===== config.mk =====
export PLATFORM = sky130hd
export DESIGN_NAME = ttc3_sha256_feeder
export DESIGN_NICKNAME = d
export VERILOG_FILES = /design/src/rtl/ttc3_sha256_feeder.sv
export SDC_FILE = /design/constraint.sdc
export NUM_CORES = 2
export LEC_CHECK = 0
export BUFFER_PORTS_ARGS = -buffer_cell sky130_fd_sc_hd__clkbuf_2
export CORE_AREA = 5 5 400 402
export CTS_BUF_LIST = sky130_fd_sc_hd__clkbuf_16
export DETAILED_ROUTE_END_ITERATION = 8
export DIE_AREA = 0 0 405 407
export GPL_TIMING_DRIVEN = 0
export PLACE_DENSITY = 0.5
export SYNTH_ARGS = -nofsm -noshare
export SYNTH_HDL_FRONTEND = slang
export SYNTH_SLANG_ARGS = --single-unit

===== constraint.sdc =====
create_clock -name clock -period 23.8 [get_ports clock]
set_clock_uncertainty 0.05 [all_clocks]
set_input_delay 1.19 -clock clock [delete_from_list [all_inputs] [get_ports clock]]
set_output_delay 1.19 -clock clock [all_outputs]
set_load 0.005 [all_outputs]

===== src/rtl/ttc3_sha256_feeder.sv =====
//------------------------------------------------------------------------------
// ttc3_sha256_feeder
//
// Initiator-side driver for the ttc3_sha256 core. Collects a byte stream into
// a single 512-bit block and applies SHA-256 padding (0x80 marker, zero fill,
// 64-bit big-endian bit length). It then pulses the core's start input,
// captures the digest on done, and returns it on a valid/ready result port.
// Messages longer than MAX_BYTES are drained to their last beat and reported
// as errors. No core transaction is issued for them.
//
// Parameters:
//   MAX_BYTES       largest message length that fits one padded block (<= 55)
//   TIMEOUT_CYCLES  watchdog limit while waiting for the core's done pulse
//
// Optional build macro:
//   TTC3_SHA_FEEDER_TIMEOUT_EN  when defined, WAIT_DONE gives up after
//                               TIMEOUT_CYCLES cycles and reports an error.
//                               When undefined, it waits indefinitely.
//
// Ports:
//   clock, reset        rising-edge clock; asynchronous active-high reset
//   in_valid/in_ready   byte beat handshake
//   in_data             message byte, first byte is most significant
//   in_last             final beat of the message
//   in_nodata           with in_last: the beat carries no byte
//   sha_start           one-cycle start pulse to the core
//   sha_message         padded block, stable from sha_start until sha_done
//   sha_busy, sha_done  core status and completion pulse
//   sha_hash            core digest
//   out_valid/out_ready result handshake
//   out_hash            captured digest (0 on error)
//   out_err             message too long or core timeout
//------------------------------------------------------------------------------
module ttc3_sha256_feeder #(
   parameter int MAX_BYTES      = 55,
   parameter int TIMEOUT_CYCLES = 1024
) (
   input  logic         clock,
   input  logic         reset,
   input  logic         in_valid,
   output logic         in_ready,
   input  logic [7:0]   in_data,
   input  logic         in_last,
   input  logic         in_nodata,
   output logic         sha_start,
   output logic [511:0] sha_message,
   input  logic         sha_busy,
   input  logic         sha_done,
   input  logic [255:0] sha_hash,
   output logic         out_valid,
   input  logic         out_ready,
   output logic [255:0] out_hash,
   output logic         out_err
);

   typedef enum logic [2:0] {
      IDLE,
      COLLECT,
      PAD,
      START,
      WAIT_DONE,
      DRAIN,
      RESULT
   } state_t;

   state_t         state;
   state_t         state_next;
   logic [5:0]     cnt;
   logic [511:0]   msg;
   logic           is_byte;
   logic           at_max;
   logic [8:0]     wr_lsb;
   logic           tmo_hit;

   // A terminating nodata beat contributes no byte. Any other beat does,
   // including a nodata beat that is not marked last.
   assign is_byte = ~(in_last & in_nodata);
   assign at_max  = (cnt == 6'(MAX_BYTES));

   // Byte n sits at bits [511-8n -: 8], which is the same as LSB (63-n)*8.
   assign wr_lsb  = {6'd63 - cnt, 3'b000};

   assign sha_message = msg;

`ifdef TTC3_SHA_FEEDER_TIMEOUT_EN
   localparam int TW = $clog2(TIMEOUT_CYCLES + 1);
   logic [TW-1:0] tmo_cnt;

   // Counts completed cycles in WAIT_DONE. It fires on the TIMEOUT_CYCLES-th
   // cycle, so the FSM leaves WAIT_DONE after exactly that many cycles.
   always_ff @(posedge clock or posedge reset) begin
      if (reset) begin
         tmo_cnt <= '0;
      end else if (state == WAIT_DONE) begin
         tmo_cnt <= tmo_cnt + TW'(1);
      end else begin
         tmo_cnt <= '0;
      end
   end

   assign tmo_hit = (state == WAIT_DONE) && !sha_done &&
                    (tmo_cnt == TW'(TIMEOUT_CYCLES - 1));
`else
   assign tmo_hit = 1'b0;
`endif

   //---------------------------------------------------------------------------
   // State register
   //---------------------------------------------------------------------------
   always_ff @(posedge clock or posedge reset) begin
      // NOTE: clocked state uses non-blocking (<=) so every flop samples
      // pre-edge values regardless of process ordering.
      if (reset) begin
         state <= IDLE;
      end else begin
         state <= state_next;
      end
   end

   //---------------------------------------------------------------------------
   // Next state and handshake outputs. sha_start is decoded from the state, so
   // an asynchronous reset removes it immediately.
   //---------------------------------------------------------------------------
   always_comb begin
      // NOTE: every signal written here gets a default first, so no path can
      // leave it unassigned and infer a latch.
      state_next = state;
      in_ready   = 1'b0;
      sha_start  = 1'b0;
      out_valid  = 1'b0;

      case (state)
         IDLE, COLLECT: begin
            in_ready = 1'b1;
            if (in_valid) begin
               if (is_byte && at_max) begin
                  // Overflow. If this beat is also the last one, there is
                  // nothing left to drain.
                  state_next = in_last ? RESULT : DRAIN;
               end else if (in_last) begin
                  state_next = PAD;
               end else begin
                  state_next = COLLECT;
               end
            end
         end

         DRAIN: begin
            in_ready = 1'b1;
            if (in_valid && in_last) begin
               state_next = RESULT;
            end
         end

         PAD: begin
            state_next = START;
         end

         START: begin
            if (!sha_busy) begin
               sha_start  = 1'b1;
               state_next = WAIT_DONE;
            end
         end

         WAIT_DONE: begin
            if (sha_done || tmo_hit) begin
               state_next = RESULT;
            end
         end

         RESULT: begin
            out_valid = 1'b1;
            if (out_ready) begin
               state_next = IDLE;
            end
         end

         default: begin
            state_next = IDLE;
         end
      endcase
   end

   //---------------------------------------------------------------------------
   // Datapath: byte count, message block, and result registers.
   // The block holds only written bytes over zeros, because it is cleared on
   // reset and on each result handshake. Padding therefore only has to place
   // the marker and the length field.
   //---------------------------------------------------------------------------
   always_ff @(posedge clock or posedge reset) begin
      if (reset) begin
         cnt      <= '0;
         msg      <= '0;
         out_hash <= '0;
         out_err  <= 1'b0;
      end else begin
         case (state)
            IDLE, COLLECT: begin
               if (in_valid && is_byte) begin
                  if (at_max) begin
                     // Overflow: nothing is written and cnt stays saturated.
                     if (in_last) begin
                        out_err  <= 1'b1;
                        out_hash <= '0;
                     end
                  end else begin
                     msg[wr_lsb +: 8] <= in_data;
                     cnt              <= cnt + 6'd1;
                  end
               end
            end

            DRAIN: begin
               if (in_valid && in_last) begin
                  out_err  <= 1'b1;
                  out_hash <= '0;
               end
            end

            PAD: begin
               msg[wr_lsb +: 8] <= 8'h80;
               msg[63:0]        <= {55'd0, cnt, 3'b000};
            end

            WAIT_DONE: begin
               if (sha_done) begin
                  out_hash <= sha_hash;
                  out_err  <= 1'b0;
               end else if (tmo_hit) begin
                  out_hash <= '0;
                  out_err  <= 1'b1;
               end
            end

            RESULT: begin
               if (out_ready) begin
                  cnt      <= '0;
                  msg      <= '0;
                  out_hash <= '0;
                  out_err  <= 1'b0;
               end
            end

            default: ;
         endcase
      end
   end

endmodule

==> summary.txt <==
Routing
  • DR DRC count: 0
  • DRT Pass-1 Iters: 5
  • Total Routed Length: 171,000 um
  • Vias post-DR: 27,838
  • Drt wl/cell: 29.08 um
  • Iter 0 DRT Violations: 2,173
  • Post-route ant nets: 0
  • Vias per inst: 4.734

Timing
  • Period utilisation layout: 20.53%
  • Slew HR: 11.46%
  • Final Hold Fails: 0
  • Setup TNS Final: 0 ns
  • Tmin final: 4.887 ns
  • Setup violations, final: 0
  • Hold slack final: 0.4285 ns
  • Fmax achieved: 204.6 MHz
  • RSZ-0062 raised after global routing: false
  • Worst-Margin Slew: 1.318 ns
  • Max-slew violation count: 0

Yosys
  • Complex-gate fraction of the synthesized area: 22.49%
  • Post-synthesis sequential area ratio: 63.77%
  • Mux contribution to synthesized area: 1.029%
  • Post-synth net total: 2,866
  • Fraction of the mapped netlist area in adder cells: 0.1229%
  • Unique masters post-synth: 80
  • Post-Syn Instances: 2,591
  • Netlist Area Pre-Place: 0.03053 mm2
  • Flops & latches, synth: 778
  • Main combinational cell family by area after synthesis: compound AO/OA/AOI/OAI gates
  • EDFF count, synth: 0
  • Simple-gate portion of the synthesized area: 9.413%
  • YS warnings: 0
  • Top FF cell, synth: dfrtp_1
  • Ys async rst share: 100.0%
  • Xor-xnor portion of the synthesized cell area: 0.2541%
  • Syn Area/Cell: 11.78 um2

Clock tree
  • Clock Latency Late Sink: 0.70 ns
  • Post_cts resized: 0
  • CTS max path bufs: 3
  • Num CTS Buffers: 92
  • Htree depth: 3
  • Setup Buffers After CTS: 0
  • Root Driver: clkbuf_16
  • # hold bufs at CTS: 0
  • TritonCTS clock tree: done
  • Clk slew on worst S/H paths: 0.06 ns
  • Clock sinks: 778

Setup path
  • Critical path type: reg2out
  • Top delay family on crit path: buffers and inverters
  • Reg-to-reg slack, setup: 19.17 ns
  • WP buf/inv: 4
  • Worst reg2reg startpoint: cnt[1]
  • CP Max Fanout: 10
  • Data arrival time of the worst path: 3.65 ns
  • CP startpoint kind: flop
  • Crit. End Element: output port
  • Largest stage delay, worst path: 0.88 ns
  • Worst r2r path cells: 9
  • Cell seen most often among critical-path stages: clkbuf_1
  • CP max-delay cell: clkbuf_1
  • Crit-path cells: nand2b_1 > clkbuf_1 > clkbuf_1 > buf_1 > nor2_1 > clkbuf_2
  • Crit path required time: 22.56 ns

Global route
  • Grt total ovfl: 0
  • Largest net degree at the start of global routing: 123
  • GR Util All Layers: 19.84%
  • Number of global-route vias before repair: 28,065
  • Initial antenna violation count: 32
  • First-pass GRT wire length: 230,900 um

Layout
  • Commonest non-fill, non-tap cell in the layout: clkbuf_2
  • Most frequent cells in the layout: clkbuf_2, dfrtp_1, a22o_1
  • Syn-to-layout area delta: 36.53%
  • Layout cell share with drive strength beyond 1: 32.69%
  • Fin nets: 4,011
  • Final std cells w/o fill: 5,881

Place
  • Dpl cells: 5,699
  • Gpl congestion: 0.9202
  • I/O Buffers: 1,041
  • DPL Wire Length: 135,000 um

Floorplan
  • Die H: 407 um
  • Die ar.: 0.1648 mm2
  • Site Rows: 145
  • Io pins: 1,044
  • CORE AREA: 0.1557 mm2
  • Horiz. Die Dim: 405 um
  • Initial Utilization: 19.61%

Power and ir drop
  • Worst VDD drop: 0.06974 mV
  • Total power: 5026 uW
  • Switching share of total power: 39.89%
  • Leakage: 0.02065 uW
  • P_sw: 2005 uW
  • Int Power: 3021 uW
  • Power Dens Cells: 120.6 mW/mm2
  • Sequential share of power: 36.5%
  • Clock power frac: 29.3%
  • Gate power share: 34.1%

Run status
  • Status: complete, no violations

Run
  • Max-cap viol count: 0

Min path
  • HP Class: reg2reg
  • Worst hold path depth: 2
cells by family after synthesis:
group / after synthesis
flip-flops: 778
AND/OR/NAND/NOR: 623
multiplexers: 31
buffers and inverters: 228
adder cells (fa/ha/maj): 3
XOR/XNOR: 8
AO/OA/AOI/OAI: 920
area by class of cell:
type	count	area [um2]
Buffer	206	819.5
Timing Repair Buffer	1051	5425
Inverter	22	90.09
Multi-Input combinational cell	1585	10190
Clock buffer	95	2377
Antenna cell	12	30.03
Tap cell	2058	2575
Clock inverter	74	709.4
Sequential cell	778	19470
Fill cell	16775	114000
worst min-delay path, stage by stage, from the launching register on:
cell and delay (ns):
dfrtp_1 0.34, nand2_1 0.04, o21ai_0 0.06
cells in the mapped netlist, drive strengths merged, types with 4 or more instances:
cell type	count	area, um2
nor2b	13	81.33
xnor2	5	51.30
o21a	4	30.03
a31oi	13	87.58
and3	7	43.79
clkbuf	164	615.6
o211ai	8	70.06
buf	42	196.4
a211oi	15	130.1
a21oi	74	374.1
o2bb2ai	93	820.8
nand2	199	749.5
nor3	43	246.5
and2	4	25.03
o21ai	240	1205
a32o	32	320.3
inv	21	78.82
a311oi	7	61.31
or3	8	50.05
a22o	366	3206
nand3	197	1001
dfrtp	778	19470
o22ai	10	62.56
a21o	10	75.07
o31ai	14	110.1
a32oi	5	43.79
nand4	7	43.79
nand2b	11	68.82
mux2i	31	314.1
nor2	122	467.9
routing by layer:
| layer | track usage [%] | vias up | wire length (um) |
|---|---|---|---|
| met5 | 0 | - | 58 |
| met4 | 9.255 | 10 | 8857 |
| met3 | 6.325 | 339 | 13800 |
| met2 | 34.77 | 1233 | 85540 |
| met1 | 21.89 | 14288 | 62790 |
| li1 | - | 11968 | - |
power groups by stage:
stage               sequential [uW]  combinational, uW  clock, uW
floorplan                      1830                745          0
global placement               1860               1720          0
detailed placement             1850               1740          0
CTS                            1840               1740       1520
global route                   1870               1840       1560
finish                         1840               1720       1470
how the worst max path moves through the flow:
stage	start	endpoint	slack, ns	depth (start not counted)
4_1_cts	state[1]	out_valid	18.80	6
5_1_grt	state[1]	out_valid	18.73	6
2_1_floorplan	reset	asynchronous set/reset pin	0.72	1
3_3_place_gp	reset	asynchronous set/reset pin	-9.53	2
3_5_place_dp	in_nodata	flop	19.05	8
6_report	state[1]	out_valid	18.91	6
per-stage QoR:
step                util (%)  instance area [um2]  setup WS (ns)
finish                 26.78                41690          18.91
global route           26.77                41680          18.73
CTS                    26.76                41650          18.80
detailed placement     24.77                38560          19.05
global placement       24.62                38320         -9.526
floorplan                  -                30530         0.7183
Power figures use the tool's default switching activity.
